[src/rtl/quad_pkg.sv]
// Shared phase/direction definitions for the quadrature step decoder slice.
package quad_pkg;

    typedef enum logic [1:0] {
        PH_00 = 2'b00,
        PH_01 = 2'b01,
        PH_11 = 2'b11,
        PH_10 = 2'b10
    } phase_t;

    localparam logic DIR_FWD = 1'b1;
    localparam logic DIR_REV = 1'b0;

    localparam int unsigned FILTER_CNT_W = 4;

    // Successor of a phase in the forward Gray sequence 00->01->11->10->00.
    function automatic phase_t ph_next_fwd(input phase_t ph);
        phase_t nxt;
        nxt = PH_01;
        case (ph)
            PH_00: nxt = PH_01;
            PH_01: nxt = PH_11;
            PH_11: nxt = PH_10;
            PH_10: nxt = PH_00;
            default: nxt = PH_01;
        endcase
        return nxt;
    endfunction

endpackage

[src/rtl/quad_chan_filter.sv]
// One quadrature channel: 2-flop synchroniser, glitch filter and stability
// detector used for post-reset priming.
module quad_chan_filter
    import quad_pkg::*;
#(
    parameter int unsigned FILTER_LEN = 4
) (
    input  logic clk,
    input  logic rst,
    input  logic i_raw,
    input  logic i_load,
    output logic o_sync,
    output logic o_filt,
    output logic o_stable
);

    localparam logic [FILTER_CNT_W-1:0] LP_LEN  = FILTER_CNT_W'(FILTER_LEN);
    localparam logic [FILTER_CNT_W-1:0] LP_LAST = FILTER_CNT_W'(FILTER_LEN - 1);

    logic                    r_sync1;
    logic                    r_sync2;
    logic                    r_sync_prev;
    logic                    r_filt;
    logic [FILTER_CNT_W-1:0] r_cnt;
    logic [FILTER_CNT_W-1:0] r_stab_cnt;
    logic                    w_same;

    assign w_same   = (r_sync2 == r_sync_prev);
    assign o_sync   = r_sync2;
    assign o_filt   = r_filt;
    // Stable on the FILTER_LEN-th consecutive unchanged sample, and stays so.
    assign o_stable = w_same && (r_stab_cnt >= LP_LAST);

    always_ff @(posedge clk or negedge rst) begin
        if (!rst) begin
            r_sync1     <= 1'b0;
            r_sync2     <= 1'b0;
            r_sync_prev <= 1'b0;
            r_filt      <= 1'b0;
            r_cnt       <= '0;
            r_stab_cnt  <= '0;
        end else begin
            r_sync1     <= i_raw;
            r_sync2     <= r_sync1;
            r_sync_prev <= r_sync2;

            if (!w_same) begin
                r_stab_cnt <= '0;
            end else if (r_stab_cnt != LP_LEN) begin
                r_stab_cnt <= r_stab_cnt + 1'b1;
            end

            if (i_load) begin
                r_filt <= r_sync2;
                r_cnt  <= '0;
            end else if (r_sync2 == r_filt) begin
                r_cnt <= '0;
            end else if (r_cnt == LP_LAST) begin
                r_filt <= r_sync2;
                r_cnt  <= '0;
            end else begin
                r_cnt <= r_cnt + 1'b1;
            end
        end
    end

endmodule

[src/rtl/quad_step_decoder.sv]
// Quadrature A/B to step/direction converter with glitch filtering and
// illegal-transition detection; feeds the up/down counter.
module quad_step_decoder
    import quad_pkg::*;
#(
    parameter int unsigned FILTER_LEN = 4,
    parameter logic        X4_MODE    = 1'b1
) (
    input  logic clk,
    input  logic rst,
    input  logic a_in,
    input  logic b_in,
    input  logic err_clr,
    output logic step,
    output logic up,
    output logic err,
    output logic err_flag
);

    logic       w_sync_a, w_filt_a, w_stable_a;
    logic       w_sync_b, w_filt_b, w_stable_b;
    logic       w_load;
    logic       w_fwd;
    logic       w_err_ev;
    logic [1:0] w_diff;
    phase_t     w_cur;

    logic       r_primed;
    phase_t     r_phase;
    logic       r_step;
    logic       r_up;
    logic       r_err;
    logic       r_err_flag;

    quad_chan_filter #(.FILTER_LEN(FILTER_LEN)) u_filt_a (
        .clk      (clk),
        .rst      (rst),
        .i_raw    (a_in),
        .i_load   (w_load),
        .o_sync   (w_sync_a),
        .o_filt   (w_filt_a),
        .o_stable (w_stable_a)
    );

    quad_chan_filter #(.FILTER_LEN(FILTER_LEN)) u_filt_b (
        .clk      (clk),
        .rst      (rst),
        .i_raw    (b_in),
        .i_load   (w_load),
        .o_sync   (w_sync_b),
        .o_filt   (w_filt_b),
        .o_stable (w_stable_b)
    );

    assign w_load   = !r_primed && w_stable_a && w_stable_b;
    assign w_cur    = phase_t'({w_filt_a, w_filt_b});
    assign w_diff   = w_cur ^ r_phase;
    assign w_fwd    = (w_cur == ph_next_fwd(r_phase));
    assign w_err_ev = r_primed && (w_diff == 2'b11);

    assign step     = r_step;
    assign up       = r_up;
    assign err      = r_err;
    assign err_flag = r_err_flag;

    always_ff @(posedge clk or negedge rst) begin
        if (!rst) begin
            r_primed   <= 1'b0;
            r_phase    <= PH_00;
            r_step     <= 1'b0;
            r_up       <= DIR_FWD;
            r_err      <= 1'b0;
            r_err_flag <= 1'b0;
        end else begin
            r_step <= 1'b0;
            r_err  <= 1'b0;
            if (w_load) begin
                // Filters load the same sync values this cycle, so no event follows.
                r_primed <= 1'b1;
                r_phase  <= phase_t'({w_sync_a, w_sync_b});
            end else if (r_primed && (w_diff != 2'b00)) begin
                r_phase <= w_cur;
                if (w_diff == 2'b11) begin
                    r_err <= 1'b1;
                end else begin
                    r_up   <= w_fwd ? DIR_FWD : DIR_REV;
                    r_step <= X4_MODE || (w_cur == PH_00);
                end
            end
            r_err_flag <= w_err_ev || (r_err_flag && !err_clr);
        end
    end

endmodule

[config.mk]
export PLATFORM = sky130hd
export DESIGN_NAME = quad_step_decoder
export DESIGN_NICKNAME = d
export VERILOG_FILES = /design/src/rtl/quad_pkg.sv /design/src/rtl/quad_chan_filter.sv /design/src/rtl/quad_step_decoder.sv
export SDC_FILE = /design/constraint.sdc
export NUM_CORES = 1
export LEC_CHECK = 0
export BUFFER_PORTS_ARGS = -buffer_cell sky130_fd_sc_hd__buf_2
export CAP_MARGIN = 0
export CORE_MARGIN = 1.5
export CORE_UTILIZATION = 45
export CTS_BUF_LIST = sky130_fd_sc_hd__clkbuf_2 sky130_fd_sc_hd__clkbuf_4 sky130_fd_sc_hd__clkbuf_8
export DETAILED_ROUTE_END_ITERATION = 16
export HOLD_SLACK_MARGIN = 0.05
export PLACE_DENSITY = 0.7
export SLEW_MARGIN = 5
export SYNTH_ARGS = -nofsm -noshare
export SYNTH_HDL_FRONTEND = slang
export SYNTH_SLANG_ARGS = --single-unit
[constraint.sdc]
create_clock -name clk -period 1.8 [get_ports clk]
set_input_delay 0.09 -clock clk [delete_from_list [all_inputs] [get_ports clk]]
set_output_delay 0.09 -clock clk [all_outputs]
set_load 0.02 [all_outputs]
Word level (Yosys, flattened, before mapping)
Index checks and enable logic that the tools add are counted.
W data, S select, Z words.

cells by class
  mux-type cells = 26
  equality and inequality tests = 17
  $lt $le $gt $ge = 2
  bitwise logic cells = 3
  reductions and logical operators = 18
  $add $sub $neg = 4

operators by type and width
  operator               number
  $mux W4                10
  $add A4 B1 Y4 const B  4
  $mux W1                13
  $eq A4 B2 Y1 const B   2
  $ge A4 B2 Y1 const B   2
  $ne A4 B3 Y1 const B   2
  $pmux W2 S4            1
  $reduce_bool A2 Y1     4
  $logic_and A1 B1 Y1    7
  $eq A2 B2 Y1 const B   3
  $ne A2 B2 Y1 const B   3
  $eq A1 B1 Y1           4
  $mux W2                2
  $reduce_and A2 Y1      2
  $reduce_and A3 Y1      1
  $eq A2 B1 Y1 const B   1
  $eq A2 B2 Y1           1
  $logic_not A1 Y1       2
  $logic_not A2 Y1       1
  $ne A2 B1 Y1 const B   1
  $not A1 Y1             2
  $xor A2 B2 Y2          1
  $logic_or A1 B1 Y1     1

storage, ports and cells
  output and inout port bits = 4
  logic and storage cells = 88
  flip-flop bits (word level) = 31
  input port bits = 5

Longest topological paths before layout
Gate-level depths: netlist of run 1.

  depth in word-level cells = 6
  depth in mapped cells = 6
  gate-level depth less buffers = 6

Modules after synthesis
Synthesis of run 1 repeated with hierarchy kept, for this count alone.

unflattened totals
  cell total of the unflattened synthesis = 119
  area, all modules = 1,362.6 um^2

by module, submodules not included
  module                       area an instance (um^2)  cells each  instances  seq. area each (um^2)
  quad_chan_filter (u_filt_b)  531.8                    46          1          300.3
  quad_chan_filter (u_filt_a)  518.0                    44          1          300.3
  quad_step_decoder            312.8                    29          1          176.4

Worst setup path before layout of run 1
No wires, ideal clock.

  kind = register to register
  from = register u_filt_a.r_stab_cnt[0]
  to = register u_filt_a.r_filt, in the netlist u_filt_a.o_filt
  data required time = 1.675 ns
  data arrival time = 1.619 ns
  path buffers = 0
  stages on the path, launching flop included = 6
  setup slack = 0.056 ns
  period minus slack after synthesis = 1.744 ns
  setup time = 0.125 ns
  path through = dfrtp_1 > ha_1 > nor3_1 > or4_4 > o21ba_1 > mux2_4

between the ends
  word-level cells in the longest chain between the ends = 6
  elaborated cells on any way between the ends = 8
  classes of those cells = order compare (1); eq/ne (1); mux (1); reduce/logical (5)

ends and longest elaborated chain
  what                                                                 line                     RTL
  from (decl)                                                          quad_chan_filter.sv:25   logic [FILTER_CNT_W-1:0] r_stab_cnt;
  from (signal assigned)                                               quad_chan_filter.sv:50   r_stab_cnt <= r_stab_cnt + 1'b1;
  $ge A4 B2 Y1 (*)                                                     quad_chan_filter.sv:32   assign o_stable = w_same && (r_stab_cnt >= LP_LAST);
  $logic_and A1 B1 Y1 (*)                                              quad_chan_filter.sv:32
  $logic_and A1 B1 Y1 (*) (2 in series)                                quad_step_decoder.sv:55  assign w_load = !r_primed && w_stable_a && w_stable_b;
  $ne A2 B1 Y1 (no source line) or $reduce_bool A2 Y1 (tied branches)  -
  $reduce_and A2 Y1 (no source line)                                   -
  to (signal assigned)                                                 quad_chan_filter.sv:54   r_filt <= r_sync2;
  to (signal assigned)                                                 quad_chan_filter.sv:59   r_filt <= r_sync2;
  to (decl)                                                            quad_chan_filter.sv:23   logic r_filt;

Mark *: on every way between the ends. The rest lies on a longest branch, timed or not.
A chain may end at the register's enable or synchronous reset.

Worst setup path after layout of run 1
Ends and elaborated chain as after synthesis.

==> metrics.md, run 1 <==
| Metric | Value |
|---|---|
| WP data required | `2.02 ns` |
| Gr ovfl total | `0` |
| Placed wire-length estimate | `1780 um` |
| Fill count | `259` |
| Worst Clk Skew | `0.0115 ns` |
| Area of the die | `3460 um2` |
| DR vias | `1018` |
| Worst EP arrival | `2.01 ns` |
| Synth cell types | `26` |
| Synth Cell Area | `1400 um2` |
| Reg clk slew, reported paths | `0.10 ns` |
| Gpl congestion | `0.768` |
| Die H | `58.8 um` |
| Period utilization | `99.2%` |
| Fmax | `560 MHz` |
| Core ar. | `3000 um2` |
| Nets | `167` |
| Post-Syn Instances | `128` |
| Vias/cell | `5.36` |
| Final ANT Viol Nets | `0` |
| Mean Syn Cell Area | `10.9 um2` |
| # DRC | `0` |
| Drt first pass iters | `4` |
| Crit Path Max Fanout | `6` |
| Synth-to-Final Area Change | `19.9%` |
| Status | `complete, no violations` |
| CP startpoint kind | `flop` |
| PnR worst setup slack | `0.0141 ns` |
| Max_cap viols | `0` |
| DRT Wirelength | `2550 um` |
| Largest net degree at the start of global routing | `32` |
| Max-slew headroom | `55.3%` |
| CTS Buffer Depth | `2` |
| Latest clock arrival within the worst-skew pair | `0.33 ns` |
| Initial antenna violation count | `0` |
| CTS tree | `done` |
| P_leak | `0.821 nW` |
| Synth Warn # | `0` |
| Wire per inst | `13.4 um` |
| Syn Nets | `139` |
| Antenna cells | `0` |
| CTS root buf | `clkbuf_4` |
| Row Count | `20` |
| Htree depth | `2` |
| Sequential area share after synthesis | `55.4%` |
| Slew Viols, Final | `0` |
| TritonCTS buffer count | `5` |
| Share of post-route cells with drive strength above 1 | `22.3%` |
| Peak supply drop | `517 uV` |
| Boundary Pins | `9` |
| Final Util | `56.0%` |
| Synthesis-stage register bit count | `31` |
| Initial core utilization | `46.7%` |
| Initial detailed-routing violation count | `37` |
| Setup Viol. Count Final | `0` |
| I/O Buffers | `8` |
| Pwr Density | `1240 nW/um2` |
| Vias in the first global route | `1040` |
| Global-route wire length before repair | `4640 um` |
| Hold Fails Final Rpt | `0` |
| Pre-CTS worst setup slack | `0.0236 ns` |
| Crit path kind | `reg -> reg` |
| Sink Count | `31` |
| Total power | `2.09 mW` |
| Worst Hold Class | `in -> async` |
| Worst-Margin Slew | `0.671 ns` |
| Global Route Usage Sum | `18.2%` |
| Die width | `58.8 um` |
| Crit path capture type | `flop` |
| RSZ-0062 raised after global routing | `yes` |
| Final min period | `1.79 ns` |
## metrics by stage
step | std cells | setup TNS (ns) | instance area [um2] | hold WS, ns
4_1_cts | 188 | 0 | 1650 | 0.334
6_report | 190 | 0 | 1680 | 0.318
2_1_floorplan | 128 | 0 | 1400 | -0.206
3_3_place_gp | 176 | 0 | 1540 | 0.150
3_5_place_dp | 176 | 0 | 1540 | 0.165
5_1_grt | 190 | -0.0338 | 1680 | 0.366
## state kept, by name (all words and copies together), names as in the netlist, 2 cells and up
register / count
u_filt_a.r_cnt: 4
u_filt_a.r_stab_cnt: 4
u_filt_b.r_cnt: 4
r_phase: 2
u_filt_b.r_stab_cnt: 4
## power breakdown
group	total, mW	switching [mW]	leakage, nW	internal (mW)
clock	0.434	0.230	0.0387	0.204
sequential	0.977	0.132	0.401	0.845
combinational	0.677	0.345	0.382	0.332
total	2.09	0.707	0.821	1.38
## cell type report
cell class	count	area [um2]	area share, %
Clock buffer	7	58.8	3.50
Clock inverter	1	5.00	0.298
Inverter	8	30.0	1.79
Multi-Input combinational cell	87	606	36.0
Sequential cell	31	777	46.2
Tap cell	33	41.3	2.46
Timing Repair Buffer	23	163	9.68
## layout by cell type, fill, tap and decap left out, drive strengths merged
cell | netlist | final
a211oi | 1 | 1
a21o | 1 | 1
a21oi | 9 | 9
and3 | 3 | 3
buf | 0 | 19
clkbuf | 2 | 7
clkinv | 0 | 1
dfrtp | 30 | 30
dfstp | 1 | 1
dlygate4sd3 | 0 | 4
ha | 6 | 6
inv | 8 | 8
mux2 | 1 | 1
mux2i | 3 | 3
nand2 | 1 | 1
nand2b | 5 | 5
nand3 | 6 | 6
nand3b | 4 | 4
nor2 | 12 | 12
nor3 | 8 | 8
nor3b | 2 | 2
nor4 | 1 | 1
o21ai | 7 | 7
o21ba | 2 | 2
o22ai | 1 | 1
or4 | 1 | 1
xnor2 | 5 | 5
xor2 | 8 | 8
## routing by layer
| metal | GRT usage [%] | wire, um |
|---|---|---|
| met3 | 6.81 | 117 |
| met5 | 0 | 0 |
| met4 | 6.49 | 28 |
| met1 | 21.7 | 1090 |
| met2 | 30.2 | 1310 |
## cell families after synthesis
kind of cell               count (synthesis)  synth area share (%)
buffers and inverters                     10                  2.68
DFF                                       31                  55.4
AOI/OAI and AO/OA                         21                  8.66
muxes                                      4                  3.21
adders and majority gates                  6                  5.36
xor gates and xnor gates                  13                  8.13
and+or+nand+nor                           43                  16.5
## synth_stat cells
library cell	instances	area share, %
a211oi_1	1	0.54
or4_4	1	0.80
nand3b_1	4	2.1
dfrtp_1	30	54
and3_1	3	1.3
xor2_1	8	5.0
nor3b_1	2	1.1
mux2_4	1	1.1
inv_1	8	2.1
o22ai_1	1	0.45
nor2_1	12	3.2
a21oi_1	9	3.2
clkbuf_1	2	0.54
o21ai_0	7	2.5
xnor2_1	5	3.1
ha_1	6	5.4
nand2_1	1	0.27
dfstp_2	1	1.9
nand2b_1	5	2.2
mux2i_1	3	2.1
nor4_1	1	0.45
nand3_1	6	2.1
a21o_1	1	0.54
o21ba_1	1	0.71
nor3_1	8	2.9
o21ba_2	1	0.71
## final timing paths
| kind | startpoint | end | slack (ns) | cells past startpoint |
|---|---|---|---|---|
| min in group clk | u_filt_a.r_sync1 | u_filt_a.o_sync | 0.36 | 0 |
| max in group asynchronous | rst | u_filt_a.r_stab_cnt[1] | 1.04 | 2 |
| setup / recovery | u_filt_a.r_stab_cnt[0] | u_filt_a.o_filt | 0.01 | 5 |
| hold / removal | rst | step | 0.32 | 2 |
| hold reg to reg | u_filt_a.r_sync1 | u_filt_a.o_sync | 0.36 | 0 |
| setup reg to reg | u_filt_a.r_stab_cnt[0] | u_filt_a.o_filt | 0.01 | 5 |
## critical path: stages (launching register included)
cell and delay, ns:
dfrtp_1 0.36, ha_2 0.20, nor3_2 0.05, or4_4 0.58
o21ba_4 0.22, mux2_4 0.29
## repair_timing
| action | in CTS | in global routing |
|---|---|---|
| endpoints found under the hold margin | 33 | 0 |
| hold buffers | 4 | 0 |
| endpoints found under the setup margin | 0 | 2 |
| setup buffers | 0 | 2 |
| resized for setup | 0 | 4 |
Note: power is estimated with default switching activity, not from simulation.
==> run 2: changes to the inputs <==
clock period = 1.6 ns   (was 1.8 ns; I/O delays follow)
==> run 2 against run 1 <==
Worst hold slack got worse by 0.015 ns. Non-clock buffer count is 7 higher. Critical path type unchanged. Via count is 0.39% higher. Largest cell class unchanged. Sequential cell count unchanged. Sequential power is 11% higher. Maximum frequency grew 2.4%. First-iteration DRC count decreased by 54%. Clock skew shrank 0.0044 ns. Count of clock-buffer cells in the layout increased by 1. Final cell count rose by 3.7%. The run now ends with negative setup slack left.
==> metrics.md, run 2 (same netlist as run 1, synthesis figures left out) <==
| Metric | Value |
|---|---|
| Status | `finished with violations` |
| Failing checks | `negative setup slack` |
| Nets | `174` |
| Global Route Usage Sum | `17.8%` |
| Reg area | `777 um2` |
| Vias in the first global route | `1121` |
| Crit Path Max Fanout | `5` |
| Final min period | `1.74 ns` |
| Met3 GRT Util | `5.27%` |
| Pwr Density | `1400 nW/um2` |
| Synth-to-Final Area Change | `23.3%` |
| Total power | `2.42 mW` |
| Pre-CTS worst setup slack | `-0.146 ns` |
| CTS tree | `done` |
| Met2 Use GR | `30.2%` |
| PnR worst setup slack | `-0.144 ns` |
| Placed wire-length estimate | `1840 um` |
| Worst Setup SP | `u_filt_a.r_stab_cnt[1]` |
| Slew Viols, Final | `0` |
| Psw | `778 uW` |
| Antenna cells | `0` |
| DR vias | `1022` |
| DRT Wirelength | `2440 um` |
| Worst Clk Skew | `0.00709 ns` |
| Crit path capture type | `flop` |
| Clk pwr share | `21.8%` |
| Critical Path, Cell by Cell | `ha_1 > nor3_1 > or4_4 > o21ba_1 > mux2_4` |
| Initial antenna violation count | `0` |
| Worst r2r src | `u_filt_a.r_stab_cnt[1]` |
| Non-filler cells, final | `197` |
| Initial core utilization | `46.7%` |
| Worst-Margin Slew | `0.666 ns` |
| CTS root buf | `clkbuf_4` |
| Final Util | `57.5%` |
| Reg clk slew, reported paths | `0.09 ns` |
| Int Pwr | `1.64 mW` |
| I/O Buffers | `8` |
| GR met1 Demand/Resource | `19.1%` |
| Global-route wire length before repair | `4460 um` |
| Boundary Pins | `9` |
| Multi-input logic area | `592 um2` |
| Setup Viol. Count Final | `6` |
| Crit path kind | `reg -> reg` |
| Inst Count DP | `184` |
| Hold Fails Final Rpt | `0` |
| Vias/cell | `5.19` |
| P_leak | `0.859 nW` |
| Latest clock arrival within the worst-skew pair | `0.33 ns` |
| Largest net degree at the start of global routing | `32` |
| R2R depth | `5` |
| Worst Setup EP | `u_filt_a.o_filt` |
| Gr ovfl total | `0` |
| TritonCTS buffer count | `5` |
| Htree depth | `2` |
| Worst r2r dst | `u_filt_a.o_filt` |
| Share of post-route cells with drive strength above 1 | `23.8%` |
| Worst path max stage delay | `0.55 ns` |
| Die width | `58.8 um` |
| Gpl congestion | `0.773` |
| Worst Hold Class | `in -> async` |
| Row Count | `20` |
| Max-slew headroom | `55.6%` |
| Peak supply drop | `653 uV` |
| Final ANT Viol Nets | `0` |
| Die H | `58.8 um` |
| CP startpoint kind | `flop` |
| Wire per inst | `12.4 um` |
| Worst R2R Setup Slack | `-0.14 ns` |
| Combinational power share | `33.5%` |
| WP data required | `1.83 ns` |
| # DRC | `0` |
| Grt peak-use layer | `met2` |
| Sw Share | `32.1%` |
| Fmax | `573 MHz` |
| CTS Buffer Depth | `2` |
| Fill count | `262` |
| Seq pwr share | `44.7%` |
| Most frequent cells in the layout | `dfrtp_1, buf_4, nor2_1` |
| Max_cap viols | `0` |
| Core ar. | `3000 um2` |
| Slowest CP cell | `or4_4` |
| Initial detailed-routing violation count | `17` |
| RSZ-0062 raised after global routing | `yes` |
| Period utilization | `109%` |
| Drt first pass iters | `4` |
| Sink Count | `31` |
| Worst EP arrival | `1.97 ns` |
| Most common cell after layout, fill and taps aside | `dfrtp_1` |
| Area of the die | `3460 um2` |
[run 2: how the worst min path moves through the flow]
stage | to | slack, ns | depth (start not counted)
after global routing | u_filt_b.r_cnt[2] | 0.35 | 2
after floorplan | err | -0.22 | 0
after CTS | u_filt_b.r_cnt[2] | 0.32 | 2
final | u_filt_b.r_cnt[2] | 0.30 | 2
after detailed placement | u_filt_b.r_cnt[2] | 0.15 | 1
after global placement | u_filt_b.r_cnt[2] | 0.15 | 1
[run 2: worst max-delay path, delay by kind of cell (launching register included)]
family	cells	cell delay, ns
simple gates	2	0.61
flops	1	0.36
mux	1	0.30
compound gates	1	0.21
fa+ha+maj	1	0.17
[run 2: layout make-up]
class / instances / area share [%]
Sequential cell: 31 / 45.0
Multi-Input combinational cell: 87 / 34.3
Timing Repair Buffer: 30 / 12.5
Clock buffer: 8 / 4.20
Tap cell: 33 / 2.39
Inverter: 8 / 1.74
[run 2: per-stage QoR]
step           hold WS [ns]  setup TNS [ns]  cell area [um2]
2_1_floorplan        -0.216          -0.168             1400
3_3_place_gp          0.149         -0.0958             1600
3_5_place_dp          0.150          -0.214             1600
4_1_cts               0.316          -0.328             1720
5_1_grt               0.350           -1.09             1730
6_report              0.302          -0.208             1730
[run 2: what timing repair did]
action                                  4_1_cts  5_1_grt
buffers inserted                              1        0
hold buffers                                  4        0
endpoints found under the hold margin        33        0
resized for setup                             0        1
endpoints found under the setup margin        9        9
[run 2: power groups by stage]
| stage | clock [mW] | sequential [mW] | combinational [mW] |
|---|---|---|---|
| 3_3_place_gp | 0 | 1.08 | 0.759 |
| 2_1_floorplan | 0 | 1.11 | 0.485 |
| 5_1_grt | 0.576 | 1.10 | 0.942 |
| 4_1_cts | 0.544 | 1.08 | 0.825 |
| 3_5_place_dp | 0 | 1.10 | 0.802 |
| 6_report | 0.528 | 1.08 | 0.812 |
[run 2: layer usage]
layer	wire length [um]	vias to the layer above
li1	-	507
met1	1020	487
met2	1260	20
met3	85	8
met4	74	0
met5	0	-
